<file path="config.mk">
export PLATFORM = sky130hd
export DESIGN_NAME = dbg_burst_xfer
export DESIGN_NICKNAME = d
export VERILOG_FILES = /design/src/rtl/dbg_burst_pkg.sv /design/src/rtl/dbg_burst_fifo.sv /design/src/rtl/dbg_burst_xfer.sv
export SDC_FILE = /design/constraint.sdc
export NUM_CORES = 1
export LEC_CHECK = 0
export BUFFER_PORTS_ARGS = -buffer_cell sky130_fd_sc_hd__buf_4
export CORE_ASPECT_RATIO = 0.8
export CORE_MARGIN = 5
export CORE_UTILIZATION = 55
export DETAILED_ROUTE_END_ITERATION = 8
export HOLD_SLACK_MARGIN = 0.1
export PLACE_DENSITY_LB_ADDON = 0.25
export SLEW_MARGIN = 20
export SYNTH_ARGS = -nofsm -noshare
export SYNTH_HDL_FRONTEND = slang
export SYNTH_SLANG_ARGS = --single-unit
</file>
<file path="constraint.sdc">
create_clock -name clk_i -period 4.95 [get_ports clk_i]
set_input_delay 0.495 -clock clk_i [delete_from_list [all_inputs] [get_ports clk_i]]
set_output_delay 0.495 -clock clk_i [all_outputs]
set_load 0.05 [all_outputs]
</file>
<file path="src/rtl/dbg_burst_pkg.sv">
// Shared types and defaults for the debug burst transfer engine.
// Optional checksum output is enabled by defining DBG_BURST_CHECKSUM_EN.
package dbg_burst_pkg;

  localparam int ADDR_WIDTH_DEF    = 32;
  localparam int DATA_WIDTH_DEF    = 32;
  localparam int LEN_WIDTH_DEF     = 8;
  localparam int RD_FIFO_DEPTH_DEF = 4;

  typedef enum logic [1:0] {
    IDLE  = 2'd0,
    WR    = 2'd1,
    RD    = 2'd2,
    DRAIN = 2'd3
  } state_e;

  // Number of address bits that select a byte within one beat.
  function automatic int byte_off_w(input int data_width);
    return $clog2(data_width / 8);
  endfunction

endpackage

</file>
<file path="src/rtl/dbg_burst_fifo.sv">
// Synchronous read-data FIFO with occupancy output; DEPTH must be a power of two.
// Output data reads as zero while empty so the read port is quiet after reset.
module dbg_burst_fifo #(
  parameter int WIDTH = 32,
  parameter int DEPTH = 4
) (
  input  logic                       clk_i,
  input  logic                       rst_n,
  input  logic                       push_i,
  input  logic [WIDTH-1:0]           push_data_i,
  input  logic                       pop_i,
  output logic [WIDTH-1:0]           pop_data_o,
  output logic                       empty_o,
  output logic                       full_o,
  output logic [$clog2(DEPTH+1)-1:0] count_o
);

  localparam int PTR_W = $clog2(DEPTH);
  localparam int CNT_W = $clog2(DEPTH + 1);

  logic [WIDTH-1:0] mem [DEPTH];
  logic [PTR_W-1:0] wr_ptr;
  logic [PTR_W-1:0] rd_ptr;
  logic [CNT_W-1:0] count;
  logic             do_push;
  logic             do_pop;

  assign empty_o    = (count == '0);
  assign full_o     = (count == CNT_W'(DEPTH));
  assign count_o    = count;
  assign do_push    = push_i && !full_o;
  assign do_pop     = pop_i && !empty_o;
  assign pop_data_o = empty_o ? '0 : mem[rd_ptr];

  always_ff @(posedge clk_i) begin
    if (do_push) mem[wr_ptr] <= push_data_i;
  end

  // Pointers wrap naturally because DEPTH is a power of two.
  always_ff @(posedge clk_i or negedge rst_n) begin
    if (!rst_n) begin
      wr_ptr <= '0;
      rd_ptr <= '0;
      count  <= '0;
    end else begin
      if (do_push) wr_ptr <= wr_ptr + PTR_W'(1);
      if (do_pop)  rd_ptr <= rd_ptr + PTR_W'(1);
      count <= count + CNT_W'(do_push) - CNT_W'(do_pop);
    end
  end

endmodule

</file>
<file path="src/rtl/dbg_burst_xfer.sv">
// Debug burst engine: turns one read/write burst command into single-beat memory requests.
// Defining DBG_BURST_CHECKSUM_EN adds checksum_o, the running beat sum of the current command.
module dbg_burst_xfer
  import dbg_burst_pkg::*;
#(
  parameter int ADDR_WIDTH    = ADDR_WIDTH_DEF,
  parameter int DATA_WIDTH    = DATA_WIDTH_DEF,
  parameter int LEN_WIDTH     = LEN_WIDTH_DEF,
  parameter int RD_FIFO_DEPTH = RD_FIFO_DEPTH_DEF
) (
  input  logic                  clk_i,
  input  logic                  rst_n,
  // All streams use valid/ready: a transfer happens on a rising edge where both are 1;
  // a source holds valid and payload stable until then. mem_req/mem_gnt behave the same way.
  input  logic                  cmd_valid_i,
  output logic                  cmd_ready_o,
  input  logic                  cmd_we_i,
  input  logic [ADDR_WIDTH-1:0] cmd_addr_i,
  input  logic [LEN_WIDTH-1:0]  cmd_len_i,
  input  logic                  wdata_valid_i,
  output logic                  wdata_ready_o,
  input  logic [DATA_WIDTH-1:0] wdata_i,
  output logic                  rdata_valid_o,
  input  logic                  rdata_ready_i,
  output logic [DATA_WIDTH-1:0] rdata_o,
  output logic                  mem_req_o,
  input  logic                  mem_gnt_i,
  output logic                  mem_we_o,
  output logic [ADDR_WIDTH-1:0] mem_addr_o,
  output logic [DATA_WIDTH-1:0] mem_wdata_o,
  input  logic                  mem_rvalid_i,
  input  logic [DATA_WIDTH-1:0] mem_rdata_i,
  input  logic                  mem_err_i,
  output logic                  done_o,
  output logic                  err_o,
  output state_e                state_o
`ifdef DBG_BURST_CHECKSUM_EN
  ,
  output logic [DATA_WIDTH-1:0] checksum_o
`endif
);

  localparam int OFF_W = byte_off_w(DATA_WIDTH);
  localparam int STEP  = DATA_WIDTH / 8;
  localparam int OUT_W = $clog2(RD_FIFO_DEPTH + 1);
  localparam int SUM_W = OUT_W + 1;
  localparam logic [LEN_WIDTH:0] ONE_BEAT = {{LEN_WIDTH{1'b0}}, 1'b1};

  state_e                state;
  logic [ADDR_WIDTH-1:0] addr;
  logic [LEN_WIDTH:0]    beats;
  logic [OUT_W-1:0]      outstanding;
  logic                  rd_mode;
  logic                  err_q;
  logic                  done_q;

  logic                  grant;
  logic                  rsp_ok;
  logic                  rd_room;
  logic                  fifo_push;
  logic                  fifo_pop;
  logic                  fifo_empty;
  logic                  fifo_full;
  logic [OUT_W-1:0]      fifo_count;
  logic [DATA_WIDTH-1:0] fifo_rdata;
  logic                  addr_lsb_unused;

  assign addr_lsb_unused = ^cmd_addr_i[OFF_W-1:0];

  // Issued-but-unanswered reads plus buffered beats never exceed the FIFO depth.
  assign rd_room = (SUM_W'(outstanding) + SUM_W'(fifo_count)) < SUM_W'(RD_FIFO_DEPTH);

  always_comb begin
    mem_req_o = 1'b0;
    case (state)
      WR:      mem_req_o = wdata_valid_i && (beats != '0);
      RD:      mem_req_o = (beats != '0) && rd_room;
      default: mem_req_o = 1'b0;
    endcase
  end

  assign grant     = mem_req_o && mem_gnt_i;
  // A response with nothing outstanding is stale (e.g. issued before reset).
  assign rsp_ok    = mem_rvalid_i && (outstanding != '0);
  assign fifo_push = rsp_ok && rd_mode && !fifo_full;
  assign fifo_pop  = rdata_ready_i && !fifo_empty;

  assign cmd_ready_o   = (state == IDLE);
  assign wdata_ready_o = (state == WR) && grant;
  assign mem_we_o      = (state == WR);
  assign mem_addr_o    = addr;
  assign mem_wdata_o   = (state == WR) ? wdata_i : '0;
  assign rdata_valid_o = !fifo_empty;
  assign rdata_o       = fifo_rdata;
  assign done_o        = done_q;
  assign err_o         = err_q;
  assign state_o       = state;

  always_ff @(posedge clk_i or negedge rst_n) begin
    if (!rst_n) begin
      state       <= IDLE;
      addr        <= '0;
      beats       <= '0;
      outstanding <= '0;
      rd_mode     <= 1'b0;
      err_q       <= 1'b0;
      done_q      <= 1'b0;
    end else begin
      done_q      <= 1'b0;
      outstanding <= outstanding + OUT_W'(grant) - OUT_W'(rsp_ok);
      if (rsp_ok && mem_err_i) err_q <= 1'b1;
      case (state)
        IDLE: begin
          if (cmd_valid_i) begin
            state   <= cmd_we_i ? WR : RD;
            rd_mode <= !cmd_we_i;
            addr    <= {cmd_addr_i[ADDR_WIDTH-1:OFF_W], {OFF_W{1'b0}}};
            beats   <= {1'b0, cmd_len_i} + ONE_BEAT;
            err_q   <= 1'b0;
          end
        end
        WR, RD: begin
          if (grant) begin
            addr  <= addr + ADDR_WIDTH'(STEP);
            beats <= beats - ONE_BEAT;
            if (beats == ONE_BEAT) state <= DRAIN;
          end
        end
        DRAIN: begin
          if ((outstanding == '0) && (!rd_mode || fifo_empty)) begin
            state  <= IDLE;
            done_q <= 1'b1;
          end
        end
        default: state <= IDLE;
      endcase
    end
  end

  dbg_burst_fifo #(
    .WIDTH(DATA_WIDTH),
    .DEPTH(RD_FIFO_DEPTH)
  ) u_fifo (
    .clk_i      (clk_i),
    .rst_n      (rst_n),
    .push_i     (fifo_push),
    .push_data_i(mem_rdata_i),
    .pop_i      (fifo_pop),
    .pop_data_o (fifo_rdata),
    .empty_o    (fifo_empty),
    .full_o     (fifo_full),
    .count_o    (fifo_count)
  );

`ifdef DBG_BURST_CHECKSUM_EN
  logic [DATA_WIDTH-1:0] csum;

  always_ff @(posedge clk_i or negedge rst_n) begin
    if (!rst_n) begin
      csum <= '0;
    end else if ((state == IDLE) && cmd_valid_i) begin
      csum <= '0;
    end else if ((state == WR) && grant) begin
      csum <= csum + wdata_i;
    end else if (fifo_push) begin
      csum <= csum + mem_rdata_i;
    end
  end

  assign checksum_o = csum;
`endif

endmodule

</file>
==> out/results.md, run 1 <==
| Stage | Parameter | Value |
|:---|:---|:---|
| synth | Instance count of the mapped netlist | 654 |
| synth | Xor-xnor portion of the synthesized cell area | 0.0133 |
| synth | Fraction of synthesized cell area taken by the top area cell type | 0.448 |
| timing | Fin Clk Skew | 0.0154 ns |
| drt | Initial detailed-routing violation count | 445 |
| worst setup path | Kind of critical path | reg2out |
| floorplanning | DIE HEIGHT | 122 um |
| timing | Final worst slack | 1.90 ns |
| clock tree | Clock H-tree levels | 4 |
| floorplanning | Horizontal die dimension | 150 um |
| clock tree | CTS tree | built |
| worst setup path | Crit path max fanout | 6 |
| clock tree | Cts repair resizes | 0 |
| floorplanning | Initial Utilization | 0.566 |
| timing | Hold Vio Cnt, Final | 0 |
| synth | Biggest area contributors in the synthesized netlist | sky130_fd_sc_hd__edfxtp_1, sky130_fd_sc_hd__dfrtp_1, sky130_fd_sc_hd__mux4_2 |
| timing | Least-Margin Pin Slew | 0.929 ns |
| timing | RSZ-0062 raised after global routing | no |
| timing | Headroom to the max-slew limit | 0.380 |
| synth | Number of enable flip-flop cells after synthesis | 128 |
| drt | TritonRoute pass-1 iters | 5 |
| placement | Instance area after placement | 10,300 um2 |
| finish | Layout area overhead | 27.2% |
| floorplanning | Full die area | 18,200 um2 |
| synth | Count of state elements after synthesis | 182 |
| global routing | Vias in the first global route | 6,134 |
| global routing | Overflow after GRT | 0 |
| floorplanning | Placement Rows | 40 |
| timing | Final worst path period share | 0.617 |
| power | Standby leakage power | 0.00435 uW |
| clock tree | CTS buffer count | 17 |
| worst setup path | Startpoint type of the worst setup path | register |
| synth | Avg Synthesized Cell Area | 13.1 um2 |
| placement | Global placer's final weighted congestion | 0.823 |
| synth | Share of synthesized cell area in and, or, nand and nor gates | 0.130 |
| timing | Setup Viol. Count Final | 0 |
| synth | Netlist cell types | 53 |
| run status | Run status | finished clean |
| floorplanning | Number of placed I/O pins | 218 |
| worst setup path | Reg2reg end | outstanding[2] |
| clock tree | Maximum buffer depth of the clock tree | 2 |
| finish | Diode count | 0 |
| clock tree | Clock tree sinks | 182 |
| synth | Cell accounting for the most synthesized area | sky130_fd_sc_hd__edfxtp_1 |
| power | Power Density | 765 nW/um2 |
| global routing | Global router's overall resource usage | 0.223 |
| synth | Post-synthesis instance area | 8580 um2 |
| drt | DR WL/cell | 18.8 um |
| synth | Compound-Gate Fraction of Synth Area | 0.0951 |
| finish | Count of fill cells added during filler insertion | 1,037 |
| global routing | Pin count of the biggest net entering global routing | 82 |
| placement | Buffers on Ports | 213 |
| worst setup path | Sort of element at the end of the critical path | output pin |
| placement | Worst setup slack before clock tree synthesis | 2.05 ns |
| synth | Top flip-flop cell by instance count after synthesis | sky130_fd_sc_hd__edfxtp_1 |
| finish | Register area | 5200 um2 |
| timing | Max-slew violation total from the final report | 0 |
| run | Maxcap violations | 0 |
| synth | Warning count from the yosys run | 0 |
| clock tree | Clk_lat worst skew | 0.43 ns |
| drt | Routed wire length | 20.2 mm |
| power | Max IR drop VDD | 0.000566 V |
| worst setup path | Arrival time of data at the critical path endpoint | 2.56 ns |
| finish | Share of layout cells above drive strength 1 | 0.341 |
| timing | Time the final worst path needs with I/O delays and setup | 3.05 ns |
| drt | Via/cell ratio | 5.68 |
| finish | Multi-input combinational cell area | 3120 um2 |
| clock tree | Buffer count from post-CTS setup fixing | 0 |
| worst hold path | Kind of path behind the tightest hold check | in2async |
| clock tree | Post-CTS clock slew at the launch and capture registers of the worst setup and hold paths | 0.07 ns |
| timing | Maximum clock rate | 328 MHz |
| worst setup path | Worst flop-to-flop path startpoint | outstanding[2] |
| drt | Antenna Violating Nets Remaining | 0 |
| synth | Adder-cell area share of the yosys netlist | 0.0324 |
| global routing | First-pass GRT wire length | 31.9 mm |
| worst setup path | Internal reg-to-reg setup slack | 2.02 ns |
| clock tree | Number of buffers inserted for hold repair after clock tree synthesis | 0 |
| timing | Setup Total Neg Slack | 0 ns |
| placement | HPWL after DPL | 13.6 mm |
| synth | Async set-or-reset flop fraction in the synthesized netlist | 0.297 |
| synth | Post-synthesis mux area share | 0.0898 |
| finish | Non-filler cells in the finished layout | 1,072 |
| floorplanning | Core region area | 15,200 um2 |
| global routing | Antenna violations before repair | 0 |
| synth | Largest family of logic cells by synthesized area | simple AND/OR/NAND/NOR gates |
| drt | Total via count after detailed routing | 6,084 |
| drt | DRC errors left | 0 |
| finish | Net count reported at finish | 983 |
| finish | Finished Cell Area | 10,900 um2 |
| worst setup path | Worst reg2reg path depth | 10 |
| worst setup path | Data required time of the critical path | 4.45 ns |
| placement | Cells after DPL | 1,040 |
| synth | Fraction of the yosys area taken by sequential cells | 0.606 |
| clock tree | CTS Root Cell | sky130_fd_sc_hd__clkbuf_16 |
worst max-delay path by stage:
stage | slack (ns) | startpoint | to
after floorplan | 2.09 | state_o[0] | outstanding[2]
after global placement | 1.94 | u_fifo.count_o[1] | u_fifo.count_o[2]
after detailed placement | 2.05 | state_o[1] | mem_addr_o[18]
after CTS | 1.90 | u_fifo.rd_ptr[0] | rdata_o[0]
after global routing | 1.75 | outstanding[2] | wdata_ready_o
final | 1.90 | outstanding[2] | wdata_ready_o
critical path, stage by stage, from the launching register on:
cell	delay [ns]
sky130_fd_sc_hd__dfrtp_1	0.45
sky130_fd_sc_hd__ha_1	0.32
sky130_fd_sc_hd__nor4b_1	0.33
sky130_fd_sc_hd__a22o_1	0.32
sky130_fd_sc_hd__and3_1	0.32
sky130_fd_sc_hd__and3_1	0.18
sky130_fd_sc_hd__buf_4	0.20
sequential cells by signal (all words and copies together), names as in the netlist:
signal and cells:
outstanding 3, err_o 1, u_fifo.mem 128, u_fifo.rd_ptr 2, state_o 2, mem_addr_o 30
done_o 1, rd_mode 1, u_fifo.wr_ptr 2, beats 9, u_fifo.count_o 3
layout make-up:
type	count	share of cell area
Sequential cell	182	0.476
Multi-Input combinational cell	404	0.286
Timing Repair Buffer	218	0.150
Clock buffer	17	0.0390
Tap cell	210	0.0241
Clock inverter	15	0.0158
Inverter	26	0.00895
cells in the mapped netlist (6+ instances only):
cell / instances
sky130_fd_sc_hd__and3_1: 9
sky130_fd_sc_hd__nand4_1: 15
sky130_fd_sc_hd__nand2_1: 40
sky130_fd_sc_hd__and2_1: 71
sky130_fd_sc_hd__o21ai_1: 7
sky130_fd_sc_hd__clkbuf_1: 26
sky130_fd_sc_hd__a21oi_1: 39
sky130_fd_sc_hd__dfrtp_1: 54
sky130_fd_sc_hd__o211ai_1: 6
sky130_fd_sc_hd__o22ai_1: 14
sky130_fd_sc_hd__nor2_1: 26
sky130_fd_sc_hd__nand3_1: 18
sky130_fd_sc_hd__xnor2_1: 9
sky130_fd_sc_hd__mux4_2: 32
sky130_fd_sc_hd__a22oi_1: 6
sky130_fd_sc_hd__edfxtp_1: 128
sky130_fd_sc_hd__a2bb2oi_1: 12
sky130_fd_sc_hd__inv_1: 26
sky130_fd_sc_hd__nor3_1: 7
sky130_fd_sc_hd__ha_1: 19
sky130_fd_sc_hd__buf_2: 13
sky130_fd_sc_hd__o21ai_0: 20
report_power, final:
group | switching (uW) | internal [uW]
Combinational | 3050 | 1610
Sequential | 367 | 1980
Clock | 621 | 716
Total | 4030 | 4310
per-layer routing:
metal | global-route usage | wire length, um | up-vias
li1 | - | - | 2834
met1 | 0.301 | 8430 | 3000
met2 | 0.364 | 10100 | 231
met3 | 0.0517 | 1390 | 19
met4 | 0.0669 | 227 | 0
met5 | 0 | 0 | -
per-stage QoR:
| step | hold slack [ns] | utilization | total power, uW |
|---|---|---|---|
| 2_1_floorplan | 0.199 | - | 5780 |
| 3_3_place_gp | 0.495 | 0.680 | 6890 |
| 3_5_place_dp | 0.503 | 0.680 | 7030 |
| 4_1_cts | 0.129 | 0.719 | 8380 |
| 5_1_grt | 0.169 | 0.719 | 8820 |
| 6_report | 0.124 | 0.719 | 8340 |
layout by cell type, fill, tap and decap left out, drive strengths merged, types with 2 or more instances in the layout:
cell	instances
xor2	4
and3	9
nor2	26
clkbuf	17
o22a	3
edfxtp	128
nor4b	2
buf	218
clkinvlp	2
mux2i	5
fa	2
nor3	7
xnor2	9
nand4	15
conb	2
o22ai	14
o31a	2
a22o	3
nand2	40
a2bb2oi	12
a21oi	39
dfrtp	54
a31o	2
clkinv	9
a22oi	6
mux4	32
or3	4
o211ai	6
inv	29
o21ai	27
ha	19
a31oi	3
nand3	18
and2	71
nand2b	3
a21o	2
nor4	3
cells by family (layout without fill, tap and decap cells):
family                   Yosys count  after routing
AO/OA/AOI/OAI                    126            126
AND/OR/NAND/NOR                  205            205
adder cells (fa/ha/maj)           21             21
multiplexers                      37             37
flip-flops                       182            182
XOR/XNOR                          13             13
other                              1              2
buffers and inverters             69            276
(Power assumes the default switching activity.)
==> run 2: changes to the inputs <==
--- a/config.mk
+++ b/config.mk
@@ -8,7 +8,7 @@
 export BUFFER_PORTS_ARGS = -buffer_cell sky130_fd_sc_hd__buf_4
 export CORE_ASPECT_RATIO = 0.8
 export CORE_MARGIN = 5
-export CORE_UTILIZATION = 55
+export CORE_UTILIZATION = 48
 export DETAILED_ROUTE_END_ITERATION = 8
 export HOLD_SLACK_MARGIN = 0.1
 export PLACE_DENSITY_LB_ADDON = 0.25
==> constraint.sdc (replaced) <==
create_clock -name clk_i -period 2.55 [get_ports clk_i]
set_input_delay 0.255 -clock clk_i [delete_from_list [all_inputs] [get_ports clk_i]]
set_output_delay 0.255 -clock clk_i [all_outputs]
set_load 0.05 [all_outputs]
==> run 2 against run 1 <==
  * Via count up 3.7%
  * Sequential power up 90%
  * Wire length up 6.3%
  * Worst hold slack worse by 0.0078 ns
  * Critical path depth up 1
  * Sequential share of layout area down 2.6 points
  * Clock power up 87%
  * Clock-buffer cell count up 2
  * Core utilization down 5.7 points
  * Largest cell class unchanged
  * Largest power group unchanged
==> out/results.md, run 2 (synthesized netlist as in run 1, its figures left out) <==
| Stage | Parameter | Value | Change |
|:---|:---|:---|:---|
| worst setup path | Kind of critical path | reg2out |  |
| drt | TritonRoute pass-1 iters | 5 | unchanged |
| finish | Finished Cell Area | 11,500 um2 | +5.8% |
| worst setup path | Worst reg2reg path depth | 10 | unchanged |
| finish | Most common cell after layout, fill and taps aside | sky130_fd_sc_hd__buf_4 |  |
| power | Standby leakage power | 0.00463 uW | +6.5% |
| drt | Initial detailed-routing violation count | 425 | -4.5% |
| floorplanning | Placement Rows | 43 | +7.5% |
| global routing | Global router's overall resource usage | 0.203 | -0.0194 |
| worst setup path | Arrival time of data at the critical path endpoint | 2.22 ns | -0.34 ns |
| timing | Hold Vio Cnt, Final | 0 | unchanged |
| timing | Headroom to the max-slew limit | 0.520 | +0.140 |
| finish | Non-filler cells in the finished layout | 1,144 | +6.7% |
| power | Max IR drop VDD | 0.00118 V | +110% |
| clock tree | CTS tree | built |  |
| finish | Count of fill cells added during filler insertion | 1,301 | +25% |
| finish | Most frequent cells in the layout | sky130_fd_sc_hd__buf_4, sky130_fd_sc_hd__edfxtp_1, sky130_fd_sc_hd__and2_1 |  |
| placement | Global placer's final weighted congestion | 0.836 | +1.5% |
| clock tree | CTS Root Cell | sky130_fd_sc_hd__clkbuf_16 |  |
| timing | Fin Clk Skew | 0.0130 ns | -0.00232 ns |
| drt | DRC errors left | 0 | unchanged |
| global routing | Antenna violations before repair | 0 | unchanged |
| finish | Register bank with the most flops | u_fifo.mem |  |
| worst setup path | Data required time of the critical path | 2.30 ns | -2.15 ns |
| floorplanning | Core region area | 17,400 um2 | +15% |
| global routing | First-pass GRT wire length | 33.8 mm | +6.0% |
| floorplanning | Initial Utilization | 0.492 | -0.0736 |
| run | Maxcap violations | 0 | unchanged |
| worst setup path | Crit path max fanout | 5 | -1 |
| placement | HPWL after DPL | 14.4 mm | +6.4% |
| finish | Share of layout cells above drive strength 1 | 0.348 | +0.00714 |
| drt | DR WL/cell | 18.7 um | -0.38% |
| finish | Diode count | 0 | unchanged |
| timing | Setup Viol. Count Final | 0 | unchanged |
| run status | Run status | finished clean |  |
| timing | Max-slew violation total from the final report | 0 | unchanged |
| finish | Net count reported at finish | 1,040 | +5.8% |
| floorplanning | Number of placed I/O pins | 218 | unchanged |
| global routing | Overflow after GRT | 0 | unchanged |
| clock tree | Maximum buffer depth of the clock tree | 2 | unchanged |
| placement | Cells after DPL | 1,074 | +3.3% |
| global routing | Pin count of the biggest net entering global routing | 83 | +1.2% |
| timing | Least-Margin Pin Slew | 0.720 ns | -0.210 ns |
| global routing | Vias in the first global route | 6,504 | +6.0% |
| clock tree | CTS buffer count | 17 | unchanged |
| finish | Layout area overhead | 34.6% |  |
| timing | Maximum clock rate | 404 MHz |  |
| worst setup path | Startpoint type of the worst setup path | register |  |
| placement | Instance area after placement | 10,600 um2 | +2.4% |
| clock tree | Clock H-tree levels | 4 | unchanged |
| clock tree | Clk_lat worst skew | 0.42 ns | about the same |
| finish | Max FFs per register | 128 | unchanged |
| clock tree | Post-CTS clock slew at the launch and capture registers of the worst setup and hold paths | 0.07 ns | about the same |
| worst hold path | Worst Hold Path Cells | 3 |  |
| placement | Buffers on Ports | 213 | unchanged |
| worst setup path | Sort of element at the end of the critical path | output pin |  |
| power | Power Density | 1450 nW/um2 | +89% |
| drt | Routed wire length | 21.4 mm | +6.3% |
| floorplanning | DIE HEIGHT | 130 um | +6.5% |
| worst hold path | Kind of path behind the tightest hold check | in2reg |  |
| timing | Time the final worst path needs with I/O delays and setup | 2.47 ns |  |
| drt | Antenna Violating Nets Remaining | 0 | unchanged |
| timing | RSZ-0062 raised after global routing | yes |  |
| clock tree | Clock tree sinks | 182 | unchanged |
| floorplanning | Full die area | 20,700 um2 | +13% |
| timing | Final worst path period share | 0.970 |  |
| drt | Via/cell ratio | 5.52 | -2.8% |
| floorplanning | Horizontal die dimension | 159 um | +6.6% |
| drt | Total via count after detailed routing | 6,310 | +3.7% |
run 2: layout make-up:
cell class              count  area, um2  area share
clock buffers              19        433      0.0375
clock inverters            13        130      0.0113
inverters                  26       97.6     0.00846
multi-input cells         404       3150       0.273
flip-flops and latches    182       5200       0.450
well taps                 225        282      0.0244
repair buffers            275       2260       0.195
run 2: worst max-delay path: stages (launching register included):
cell                      delay, ns
sky130_fd_sc_hd__dfrtp_1       0.39
sky130_fd_sc_hd__ha_1          0.30
sky130_fd_sc_hd__nor4b_2       0.21
sky130_fd_sc_hd__a22o_1        0.19
sky130_fd_sc_hd__buf_4         0.15
sky130_fd_sc_hd__and3_4        0.23
sky130_fd_sc_hd__and3_1        0.18
sky130_fd_sc_hd__buf_6         0.16
run 2: final timing paths:
| kind | slack [ns] | startpoint | endpoint |
|---|---|---|---|
| worst max register to register | 0.14 | outstanding[2] | outstanding[1] |
| min in group asynchronous | 0.42 | rst_n | mem_addr_o[27] |
| worst min-delay path | 0.12 | cmd_addr_i[3] | mem_addr_o[3] |
| worst min register to register | 0.53 | beats[1] | beats[1] |
| max in group asynchronous | 1.60 | rst_n | u_fifo.rd_ptr[0] |
| worst max-delay path | 0.08 | outstanding[2] | wdata_ready_o |
run 2: what timing repair did:
item                       in CTS  in global routing
hold buffers                   37                  0
hold endpoints to repair      185                  0
setup endpoints to repair       1                  6
setup buffers                   1                  0
resized for setup               5                  7
pin swaps                       1                  1
run 2: where the power goes:
group / switching (uW) / total [uW] / leakage [uW] / internal [uW]
logic: 6170 / 9730 / 0.00258 / 3570
registers: 619 / 4470 / 0.00178 / 3850
clock network: 1200 / 2510 / 0.000274 / 1300
run 2: metrics by stage:
| step | power [uW] | setup slack [ns] | setup TNS, ns | util | hold slack (ns) |
|---|---|---|---|---|---|
| 6_report | 16700 | 0.0761 | 0 | 0.662 | 0.116 |
| 3_5_place_dp | 14100 | 0.0998 | 0 | 0.606 | 0.357 |
| 2_1_floorplan | 11200 | 0.00387 | 0 | - | -0.0406 |
| 5_1_grt | 17700 | -0.0283 | -0.0283 | 0.662 | 0.115 |
| 4_1_cts | 16800 | 0.0424 | 0 | 0.661 | 0.103 |
| 3_3_place_gp | 13800 | 0.137 | 0 | 0.606 | 0.352 |
run 2: metal layers:
layer | global-route usage | vias to the layer above | share of wire
met5 | 0 | - | 0
met1 | 0.276 | 3117 | 0.42
met4 | 0.0592 | 0 | 0.014
met3 | 0.0467 | 31 | 0.049
li1 | - | 2953 | -
met2 | 0.334 | 209 | 0.51
